`config.mk`:
```
export PLATFORM = sky130hd
export DESIGN_NAME = pipe_ctrl_flat
export DESIGN_NICKNAME = d
export VERILOG_FILES = /design/src/rtl/pipe_ctrl_if.sv /design/src/rtl/pipe_ctrl.sv /design/src/flat_wrapper.sv
export SDC_FILE = /design/constraint.sdc
export NUM_CORES = 1
export LEC_CHECK = 0
export BUFFER_PORTS_ARGS = -buffer_cell sky130_fd_sc_hd__buf_2
export CAP_MARGIN = 40
export CORE_MARGIN = 2
export CORE_UTILIZATION = 35
export CTS_CLUSTER_DIAMETER = 100
export DETAILED_ROUTE_END_ITERATION = 8
export HOLD_SLACK_MARGIN = 0.1
export SYNTH_ARGS = -nofsm -noshare
export SYNTH_HDL_FRONTEND = slang
export SYNTH_SLANG_ARGS = --single-unit
```
`constraint.sdc`:
```
create_clock -name clk -period 3.5 [get_ports clk]
set_input_delay 0.525 -clock clk [delete_from_list [all_inputs] [get_ports clk]]
set_output_delay 0.525 -clock clk [all_outputs]
set_load 0.01 [all_outputs]
```
`src/rtl/pipe_ctrl_if.sv`:
```
// Stage-side signals shared by the 5-stage datapath and its sequencing controller.
// master = pipe_ctrl (drives enables/forwarding), slave = datapath (drives hazard sources).
interface pipe_ctrl_if;
  logic [4:0] id_rs;
  logic [4:0] id_rt;
  logic       id_use_rs;
  logic       id_use_rt;
  logic [4:0] ex_wd;
  logic [4:0] me_wd;
  logic [4:0] wb_wd;
  logic       ex_wr;
  logic       me_wr;
  logic       wb_wr;
  logic       ex_is_load;
  logic       ex_br_taken;
  logic       if_en;
  logic       id_en;
  logic       ex_en;
  logic       me_en;
  logic       wb_en;
  logic       id_flush;
  logic       ex_flush;
  logic       pc_redirect;
  logic [1:0] fwd_a;
  logic [1:0] fwd_b;

  modport master (
    input  id_rs, id_rt, id_use_rs, id_use_rt,
    input  ex_wd, me_wd, wb_wd, ex_wr, me_wr, wb_wr,
    input  ex_is_load, ex_br_taken,
    output if_en, id_en, ex_en, me_en, wb_en,
    output id_flush, ex_flush, pc_redirect, fwd_a, fwd_b
  );

  modport slave (
    output id_rs, id_rt, id_use_rs, id_use_rt,
    output ex_wd, me_wd, wb_wd, ex_wr, me_wr, wb_wr,
    output ex_is_load, ex_br_taken,
    input  if_en, id_en, ex_en, me_en, wb_en,
    input  id_flush, ex_flush, pc_redirect, fwd_a, fwd_b
  );
endinterface

```
`src/rtl/pipe_ctrl.sv`:
```
// Hazard/sequencing controller for the IF/ID/EX/MEM/WB core with debug run/step FSM.
// Define PIPE_FORWARD_EN to enable operand forwarding (only load-use then stalls).
module pipe_ctrl #(
  parameter bit START_HALTED = 1'b0,
  parameter int CNT_W        = 32
) (
  input  logic             clk,
  input  logic             aresetn,
  input  logic             step,
  input  logic             dbg_mode,
  pipe_ctrl_if.master      bus,
  output logic [CNT_W-1:0] stall_cnt,
  output logic [CNT_W-1:0] flush_cnt,
  output logic             halted
);

  typedef enum logic [1:0] {
    ST_RUN  = 2'd0,
    ST_HALT = 2'd1,
    ST_STEP = 2'd2
  } state_e;

  localparam state_e RST_STATE = START_HALTED ? ST_HALT : ST_RUN;

  state_e           state_q, state_d;
  logic             halted_q, halted_d;
  logic [2:0]       sync_q, sync_d;
  logic [CNT_W-1:0] stall_cnt_q, stall_cnt_d;
  logic [CNT_W-1:0] flush_cnt_q, flush_cnt_d;
  logic             step_pulse, advance, hazard, stall, flush;
  logic             hz_a, hz_b;

  function automatic logic hit(input logic [4:0] r, input logic [4:0] wd, input logic wr);
    return wr && (wd == r) && (r != 5'd0);
  endfunction

  assign step_pulse = sync_q[1] & ~sync_q[2];
  // Gating with aresetn keeps the pipeline frozen for the whole reset, not just after its first edge.
  assign advance    = aresetn & (state_q != ST_HALT);

  always_comb begin
    // NOTE: every signal written here gets a default first, so no path can infer a latch.
    hz_a      = 1'b0;
    hz_b      = 1'b0;
    bus.fwd_a = 2'd0;
    bus.fwd_b = 2'd0;
`ifdef PIPE_FORWARD_EN
    hz_a = bus.id_use_rs & bus.ex_is_load & hit(bus.id_rs, bus.ex_wd, bus.ex_wr);
    hz_b = bus.id_use_rt & bus.ex_is_load & hit(bus.id_rt, bus.ex_wd, bus.ex_wr);
    if (aresetn) begin
      if      (hit(bus.id_rs, bus.ex_wd, bus.ex_wr)) bus.fwd_a = 2'd1;
      else if (hit(bus.id_rs, bus.me_wd, bus.me_wr)) bus.fwd_a = 2'd2;
      else if (hit(bus.id_rs, bus.wb_wd, bus.wb_wr)) bus.fwd_a = 2'd3;
      if      (hit(bus.id_rt, bus.ex_wd, bus.ex_wr)) bus.fwd_b = 2'd1;
      else if (hit(bus.id_rt, bus.me_wd, bus.me_wr)) bus.fwd_b = 2'd2;
      else if (hit(bus.id_rt, bus.wb_wd, bus.wb_wr)) bus.fwd_b = 2'd3;
    end
`else
    hz_a = bus.id_use_rs & (hit(bus.id_rs, bus.ex_wd, bus.ex_wr) |
                            hit(bus.id_rs, bus.me_wd, bus.me_wr) |
                            hit(bus.id_rs, bus.wb_wd, bus.wb_wr));
    hz_b = bus.id_use_rt & (hit(bus.id_rt, bus.ex_wd, bus.ex_wr) |
                            hit(bus.id_rt, bus.me_wd, bus.me_wr) |
                            hit(bus.id_rt, bus.wb_wd, bus.wb_wr));
`endif
  end

`ifndef PIPE_FORWARD_EN
  // Without forwarding any in-flight producer stalls, so the load flag carries no information.
  logic unused_is_load;
  assign unused_is_load = bus.ex_is_load;
`endif

  // A taken branch squashes the wrong-path instruction in ID, so it overrides the stall.
  assign hazard = hz_a | hz_b;
  assign stall  = advance & hazard & ~bus.ex_br_taken;
  assign flush  = advance & bus.ex_br_taken;

  assign bus.wb_en       = advance;
  assign bus.me_en       = advance;
  assign bus.ex_en       = advance;
  assign bus.id_en       = advance & ~stall;
  assign bus.if_en       = advance & ~stall;
  assign bus.ex_flush    = stall | flush;
  assign bus.id_flush    = flush;
  assign bus.pc_redirect = flush;

  always_comb begin
    state_d = state_q;
    case (state_q)
      ST_RUN:  if (dbg_mode) state_d = ST_HALT;
      ST_HALT: begin
        if (!dbg_mode)      state_d = ST_RUN;
        else if (step_pulse) state_d = ST_STEP;
      end
      ST_STEP: state_d = dbg_mode ? ST_HALT : ST_RUN;
      default: state_d = RST_STATE;
    endcase
    halted_d    = (state_d == ST_HALT);
    sync_d      = {sync_q[1:0], step};
    stall_cnt_d = stall_cnt_q + CNT_W'(stall);
    flush_cnt_d = flush_cnt_q + CNT_W'(flush);
  end

  always_ff @(posedge clk) begin
    // NOTE: non-blocking assignments so every flop samples pre-edge values regardless of statement order.
    if (!aresetn) begin
      state_q     <= RST_STATE;
      halted_q    <= START_HALTED;
      sync_q      <= '0;
      stall_cnt_q <= '0;
      flush_cnt_q <= '0;
    end else begin
      state_q     <= state_d;
      halted_q    <= halted_d;
      sync_q      <= sync_d;
      stall_cnt_q <= stall_cnt_d;
      flush_cnt_q <= flush_cnt_d;
    end
  end

  assign stall_cnt = stall_cnt_q;
  assign flush_cnt = flush_cnt_q;
  assign halted    = halted_q;

endmodule

```
`src/flat_wrapper.sv`:
```
// flat-port wrapper written by rule: the top's interface ports become plain ports
module pipe_ctrl_flat 
#(
  parameter bit START_HALTED = 1'b0,
  parameter int CNT_W        = 32
)
  (clk, aresetn, step, dbg_mode, stall_cnt, flush_cnt, halted, bus_id_rs, bus_id_rt, bus_id_use_rs, bus_id_use_rt, bus_ex_wd, bus_me_wd, bus_wb_wd, bus_ex_wr, bus_me_wr, bus_wb_wr, bus_ex_is_load, bus_ex_br_taken, bus_if_en, bus_id_en, bus_ex_en, bus_me_en, bus_wb_en, bus_id_flush, bus_ex_flush, bus_pc_redirect, bus_fwd_a, bus_fwd_b);
  pipe_ctrl_if bus_i ();
  input  logic clk;
  input  logic aresetn;
  input  logic step;
  input  logic dbg_mode;
  output logic [CNT_W-1:0] stall_cnt;
  output logic [CNT_W-1:0] flush_cnt;
  output logic halted;
  input wire logic [$bits(bus_i.id_rs)-1:0] bus_id_rs;
  input wire logic [$bits(bus_i.id_rt)-1:0] bus_id_rt;
  input wire logic [$bits(bus_i.id_use_rs)-1:0] bus_id_use_rs;
  input wire logic [$bits(bus_i.id_use_rt)-1:0] bus_id_use_rt;
  input wire logic [$bits(bus_i.ex_wd)-1:0] bus_ex_wd;
  input wire logic [$bits(bus_i.me_wd)-1:0] bus_me_wd;
  input wire logic [$bits(bus_i.wb_wd)-1:0] bus_wb_wd;
  input wire logic [$bits(bus_i.ex_wr)-1:0] bus_ex_wr;
  input wire logic [$bits(bus_i.me_wr)-1:0] bus_me_wr;
  input wire logic [$bits(bus_i.wb_wr)-1:0] bus_wb_wr;
  input wire logic [$bits(bus_i.ex_is_load)-1:0] bus_ex_is_load;
  input wire logic [$bits(bus_i.ex_br_taken)-1:0] bus_ex_br_taken;
  output wire logic [$bits(bus_i.if_en)-1:0] bus_if_en;
  output wire logic [$bits(bus_i.id_en)-1:0] bus_id_en;
  output wire logic [$bits(bus_i.ex_en)-1:0] bus_ex_en;
  output wire logic [$bits(bus_i.me_en)-1:0] bus_me_en;
  output wire logic [$bits(bus_i.wb_en)-1:0] bus_wb_en;
  output wire logic [$bits(bus_i.id_flush)-1:0] bus_id_flush;
  output wire logic [$bits(bus_i.ex_flush)-1:0] bus_ex_flush;
  output wire logic [$bits(bus_i.pc_redirect)-1:0] bus_pc_redirect;
  output wire logic [$bits(bus_i.fwd_a)-1:0] bus_fwd_a;
  output wire logic [$bits(bus_i.fwd_b)-1:0] bus_fwd_b;
  assign bus_i.id_rs = bus_id_rs;
  assign bus_i.id_rt = bus_id_rt;
  assign bus_i.id_use_rs = bus_id_use_rs;
  assign bus_i.id_use_rt = bus_id_use_rt;
  assign bus_i.ex_wd = bus_ex_wd;
  assign bus_i.me_wd = bus_me_wd;
  assign bus_i.wb_wd = bus_wb_wd;
  assign bus_i.ex_wr = bus_ex_wr;
  assign bus_i.me_wr = bus_me_wr;
  assign bus_i.wb_wr = bus_wb_wr;
  assign bus_i.ex_is_load = bus_ex_is_load;
  assign bus_i.ex_br_taken = bus_ex_br_taken;
  assign bus_if_en = bus_i.if_en;
  assign bus_id_en = bus_i.id_en;
  assign bus_ex_en = bus_i.ex_en;
  assign bus_me_en = bus_i.me_en;
  assign bus_wb_en = bus_i.wb_en;
  assign bus_id_flush = bus_i.id_flush;
  assign bus_ex_flush = bus_i.ex_flush;
  assign bus_pc_redirect = bus_i.pc_redirect;
  assign bus_fwd_a = bus_i.fwd_a;
  assign bus_fwd_b = bus_i.fwd_b;
  pipe_ctrl #(.START_HALTED(START_HALTED), .CNT_W(CNT_W)) u_core (.clk(clk), .aresetn(aresetn), .step(step), .dbg_mode(dbg_mode), .bus(bus_i), .stall_cnt(stall_cnt), .flush_cnt(flush_cnt), .halted(halted));
endmodule
```
* Word level (Yosys, flattened, before mapping) *
Index checks and enable logic that the tools add are counted.

cells by class
  $add $sub $neg = 2
  eq/ne operators = 10
  multiplexer cells = 5
  bitwise operators = 17
  reductions and logical operators = 15

operators by type and width
  kind                                                                      count
  32-bit by 1-bit adder with 32-bit output                                  2
  5-bit == test                                                             6
  1-bit logical AND                                                         12
  5-bit nonzero test                                                        2
  1-bit bitwise AND                                                         8
  2-bit 2-to-1 mux                                                          3
  1-bit OR                                                                  6
  2-bit case mux with 3 select lines                                        1
  2-bit by 1-bit == test with 1-bit output (second input constant)          2
  1-bit NOT                                                                 3
  2-bit == test (second input constant)                                     1
  2-bit logical NOT                                                         1
  2-bit by 1-bit inequality test with 1-bit output (second input constant)  1
  1-bit 2-to-1 mux                                                          1

storage, ports and cells
  flip-flop bits (word level) = 70
  input bits = 36
  output and inout port bits = 77
  word-level logic and storage cells = 54

* Depth between registers and ports, before layout *
  depth after elaboration = 11
  mapped depth = 12
  gate-level depth less buffers = 11

* Worst setup path before layout *
Ideal clock, no wire load.

  path type = in2reg
  start = input port bus_id_rs[1]
  end = register u_core.stall_cnt_q[26] (netlist: u_core.stall_cnt[26])
  setup time = 0.128 ns
  arrival = 2.580 ns
  required time = 3.372 ns
  path slack = 0.793 ns
  stages = 12
  path buffers = 1
  cell sequence = or4_1 o21ai_0 nor2_1 o31ai_1 a21oi_1 ha_1 ha_1 nand3_1 clkbuf_1 nor4_1 xnor2_1 nor2_1

between the ends
  longest elaborated chain between the ends = 10
  elaborated cells on any way between the ends = 17
  classes of those cells = add/sub (1); eq/ne (3); bitwise (6); reduce/logical (7)

RTL lines
  what                                        line                text
  start: declaration                          flat_wrapper.sv:16  input wire logic [$bits(bus_i.id_rs)-1:0] bus_id_rs;
  5-bit == test                               pipe_ctrl.sv:34     return wr && (wd == r) && (r != 5'd0);
  1-bit logical AND (2 in series)             pipe_ctrl.sv:34
  1-bit OR                                    pipe_ctrl.sv:59     hz_a = bus.id_use_rs & (hit(bus.id_rs, bus.ex_wd, bus.ex_wr) |
  1-bit OR *                                  pipe_ctrl.sv:60     hit(bus.id_rs, bus.me_wd, bus.me_wr) |
  1-bit bitwise AND *                         pipe_ctrl.sv:59
  1-bit OR *                                  pipe_ctrl.sv:75     assign hazard = hz_a | hz_b;
  1-bit bitwise AND * (2 in series)           pipe_ctrl.sv:76     assign stall = advance & hazard & ~bus.ex_br_taken;
  32-bit by 1-bit adder with 32-bit output *  pipe_ctrl.sv:101    stall_cnt_d = stall_cnt_q + CNT_W'(stall);
  end signal: assignment                      pipe_ctrl.sv:117    stall_cnt_q <= stall_cnt_d;
  end: declaration                            pipe_ctrl.sv:28     logic [CNT_W-1:0] stall_cnt_q, stall_cnt_d;

Every way passes the cells marked *; elsewhere a longest branch is shown, timed or not.
A chain may end at the register's enable or synchronous reset.

* Final worst setup path *
  start = input port bus_id_rt[1]
  end = register u_core.stall_cnt_q[28] (netlist: u_core.stall_cnt[28])

between the ends
  longest elaborated chain between the ends = 10
  elaborated cells on any way between the ends = 17
  classes of those cells = add/sub (1); eq/ne (3); bitwise (6); reduce/logical (7)

RTL lines
  what                                        line                text
  start: declaration                          flat_wrapper.sv:17  input wire logic [$bits(bus_i.id_rt)-1:0] bus_id_rt;
  5-bit == test                               pipe_ctrl.sv:34
  1-bit logical AND (2 in series)             pipe_ctrl.sv:34
  1-bit OR                                    pipe_ctrl.sv:62     hz_b = bus.id_use_rt & (hit(bus.id_rt, bus.ex_wd, bus.ex_wr) |
  1-bit OR *                                  pipe_ctrl.sv:63     hit(bus.id_rt, bus.me_wd, bus.me_wr) |
  1-bit bitwise AND *                         pipe_ctrl.sv:62
  1-bit OR *                                  pipe_ctrl.sv:75
  1-bit bitwise AND * (2 in series)           pipe_ctrl.sv:76
  32-bit by 1-bit adder with 32-bit output *  pipe_ctrl.sv:101

Marks and branches as above.

==> run summary <==
Final ANT Viol Nets -> 0
Post-CTS Hold Buffers -> 0
DR pass1 iterations -> 4
WL per Instance -> 12.41 µm
Global Route Usage Sum -> 0.1520
first-pass GRT wire length -> 13660 µm
H-tree depth -> 3
share of the synthesized area in the top cell type -> 0.3972
vias in the first global route -> 2914
Die Area -> 0.01090 mm²
Max Clock Freq -> 367.3 MHz
clock sink total -> 70
status -> finished, final reports clean
register area -> 0.001401 mm²
DRC violations left -> 0
Setup Skew -> 0.01480 ns
Tmin final -> 2.723 ns
remaining global-route overflow -> 0
clk_lat worst skew -> 0.34 ns
fin. max-slew vios -> 0
vias -> 3221
worst reg2reg path endpoint -> u_core.flush_cnt[26]
Avg Cell Area, Syn -> 8.421 µm²
postcts setup bufs -> 0
Sum Neg Setup Slack -> 0 ns
crit share post-route -> 0.7779
crit-path cells -> buf_2 > xor2_1 > nor4_1 > and3_1 > o31ai_1 > a21oi_1 > ha_1 > ha_1 > nand3_1 > buf_4 > nor3_1 > nand2_1 > mux2i_1
RSZ-0062 raised after global routing -> false
FFs w/ async S/R, synth -> 0
largest net degree at the start of global routing -> 54
Max-cap violations -> 0
synthesized flop and latch total -> 70
gp weighted congestion -> 0.7890
Area contributors post-synth -> dfxtp_1, xnor2_1, xor2_1, nor2_1, nor4_1
Final Hold Viols -> 0
core area -> 0.009774 mm²
# fillers -> 985
Root Driver -> clkbuf_8
Post-Synthesis Cells -> 419
Resized Gates After CTS -> 0
Max Root-Sink Buffers -> 2
critical path required time -> 3.73 ns
initial DRC count -> 133
Area Growth Syn to Fin -> 24.65%
Reg2Reg Setup Slack -> 0.90 ns
Worst setup EP type -> flip-flop
most frequent cells after synthesis -> dfxtp_1, nor2_1, xnor2_1
Least-Margin Pin Slew -> 0.7335 ns
critical path's largest stage delay -> 0.34 ns
Distinct cells, synth -> 36
most common cell in the netlist -> dfxtp_1
PortBufs -> 107
crit path launch type -> primary input
multi-input logic area -> 0.001964 mm²
clk slew on worst S/H paths -> 0.07 ns
n_diodes -> 0
initial antenna violation count -> 0
EDFF count, synth -> 0
DP Wirelength -> 5938 µm
worst setup path class -> primary input to flip-flop
Synth area leader -> dfxtp_1
Core Util, Final -> 0.4499
WHS Endpoint -> u_core.sync_q[0]
Worst Hold Path Cells -> 2
Cell Area, Synth -> 0.003528 mm²
Hold Path Class -> primary input to flip-flop
DR vias/cell -> 4.880
Die Ht -> 104.4 µm
Max VDD drop -> 0.1911 mV
cell family with most CP delay -> simple AND/OR/NAND/NOR gates
Max-slew headroom -> 0.5096
chip width -> 104.4 µm
final WL -> 8189 µm
Starting Density -> 0.3610
CTS tree -> yes
Nets -> 562
slowest library cell on the worst path -> nor4_1
Seq/Total Area, Yosys -> 0.3972
reg2reg start -> u_core.state_q[1]
FP Rows -> 36
Worst R2R Path Depth -> 9
Max FO, Critical Path -> 14
CTS buffer count -> 9
Leak -> 1.846 nW
Most Frequent Cell on Critical Path -> ha_1
Final setup viols -> 0
hold path start -> step
share of layout cells above drive strength 1 -> 0.2486
Worst Path Buf+Inv -> 2
ys flop type -> dfxtp_1
yosys warns -> 0
I/O pin cnt -> 113
power per cell area -> 389.3 mW/mm²
WP data arrival -> 2.95 ns
==> logic make-up (layout without fill, tap and decap cells) <==
group | after synthesis | after routing | share of synthesized area
adder cells (fa/ha/maj) | 4 | 4 | 0.01418
other | 1 | 4 | 0.001063
XOR/XNOR | 70 | 70 | 0.1738
multiplexers | 2 | 2 | 0.005674
buffers and inverters | 35 | 140 | 0.04929
AO/OA/AOI/OAI | 43 | 43 | 0.06454
AND/OR/NAND/NOR | 194 | 194 | 0.2943
flip-flops | 70 | 70 | 0.3972
==> how the worst max path moves through the flow <==
stage | startpoint | endpoint | cells after the start
6_report | bus_id_rt[1] | u_core.stall_cnt[28] | 13
5_1_grt | bus_id_rs[1] | u_core.stall_cnt[28] | 13
4_1_cts | bus_id_rt[1] | u_core.stall_cnt[28] | 13
3_5_place_dp | bus_id_rt[1] | u_core.stall_cnt[26] | 13
3_3_place_gp | bus_id_rs[0] | u_core.stall_cnt[28] | 13
2_1_floorplan | bus_id_rs[1] | u_core.stall_cnt[26] | 12
==> layout make-up <==
class / count / share of cell area
clock buffer: 11 / 0.03215
tap: 133 / 0.03784
inverter: 12 / 0.01024
timing repair buffer: 112 / 0.1303
sequential: 70 / 0.3186
clock inverter: 5 / 0.02418
multi-input combinational: 317 / 0.4467
==> cell usage in the layout, fill, tap and decap left out, types with 2 or more instances in the layout <==
cell and instances:
or3_1 18, nor4_1 18, mux2i_1 2, buf_4 5, or4_1 2, dfxtp_1 70
and4_1 6, or4_4 2, nand2_1 25, bufinv_16 3, inv_1 11, nand3_1 18
and3_1 13, buf_2 107, xnor2_1 37, ha_1 4, and2_1 12, o21ai_0 19
o31ai_1 4, xor2_1 33, nor2_1 50, clkbuf_8 10, nand4_1 9, nor3_1 11
nand2b_1 3, a21oi_1 19, conb_1 4
==> flip-flops by register name (all words and copies together) (netlist names) <==
name	count
u_core.halted	1
u_core.flush_cnt	32
u_core.stall_cnt	32
u_core.sync_q	3
u_core.state_q	2
==> stage by stage <==
step | worst slack [ns] | total power (W) | area, µm² | hold WS, ns | cells
5_1_grt | 0.5123 | 0.001795 | 4398 | 0.3847 | 660
3_5_place_dp | 0.3952 | 0.0009273 | 4150 | 0.4201 | 644
3_3_place_gp | 0.4472 | 0.0009247 | 4150 | 0.4240 | 644
2_1_floorplan | 0.7925 | 0.0008816 | 3540 | 0.4119 | 422
6_report | 0.7774 | 0.001712 | 4398 | 0.4035 | 660
4_1_cts | 0.7490 | 0.001744 | 4398 | 0.3839 | 660
==> where the power goes <==
group / switching (W) / internal, W / leakage [nW] / total, W
Sequential: 0.00000194 / 0.000800 / 0.565 / 0.000802
Clock: 0.000310 / 0.000495 / 0.120 / 0.000805
Combinational: 0.0000612 / 0.0000445 / 1.16 / 0.000106
Total: 0.000373 / 0.00134 / 1.85 / 0.00171
==> metal layers <==
layer | routed length, µm | vias to the layer above | part of all wire | GRT usage
li1 | - | 1633 | - | -
met4 | 123 | 0 | 0.015 | 0.06371
met3 | 433 | 14 | 0.053 | 0.03509
met2 | 3692 | 96 | 0.45 | 0.2381
met1 | 3939 | 1478 | 0.48 | 0.2002
met5 | 0 | - | 0 | 0
(Power assumes the default switching activity.)
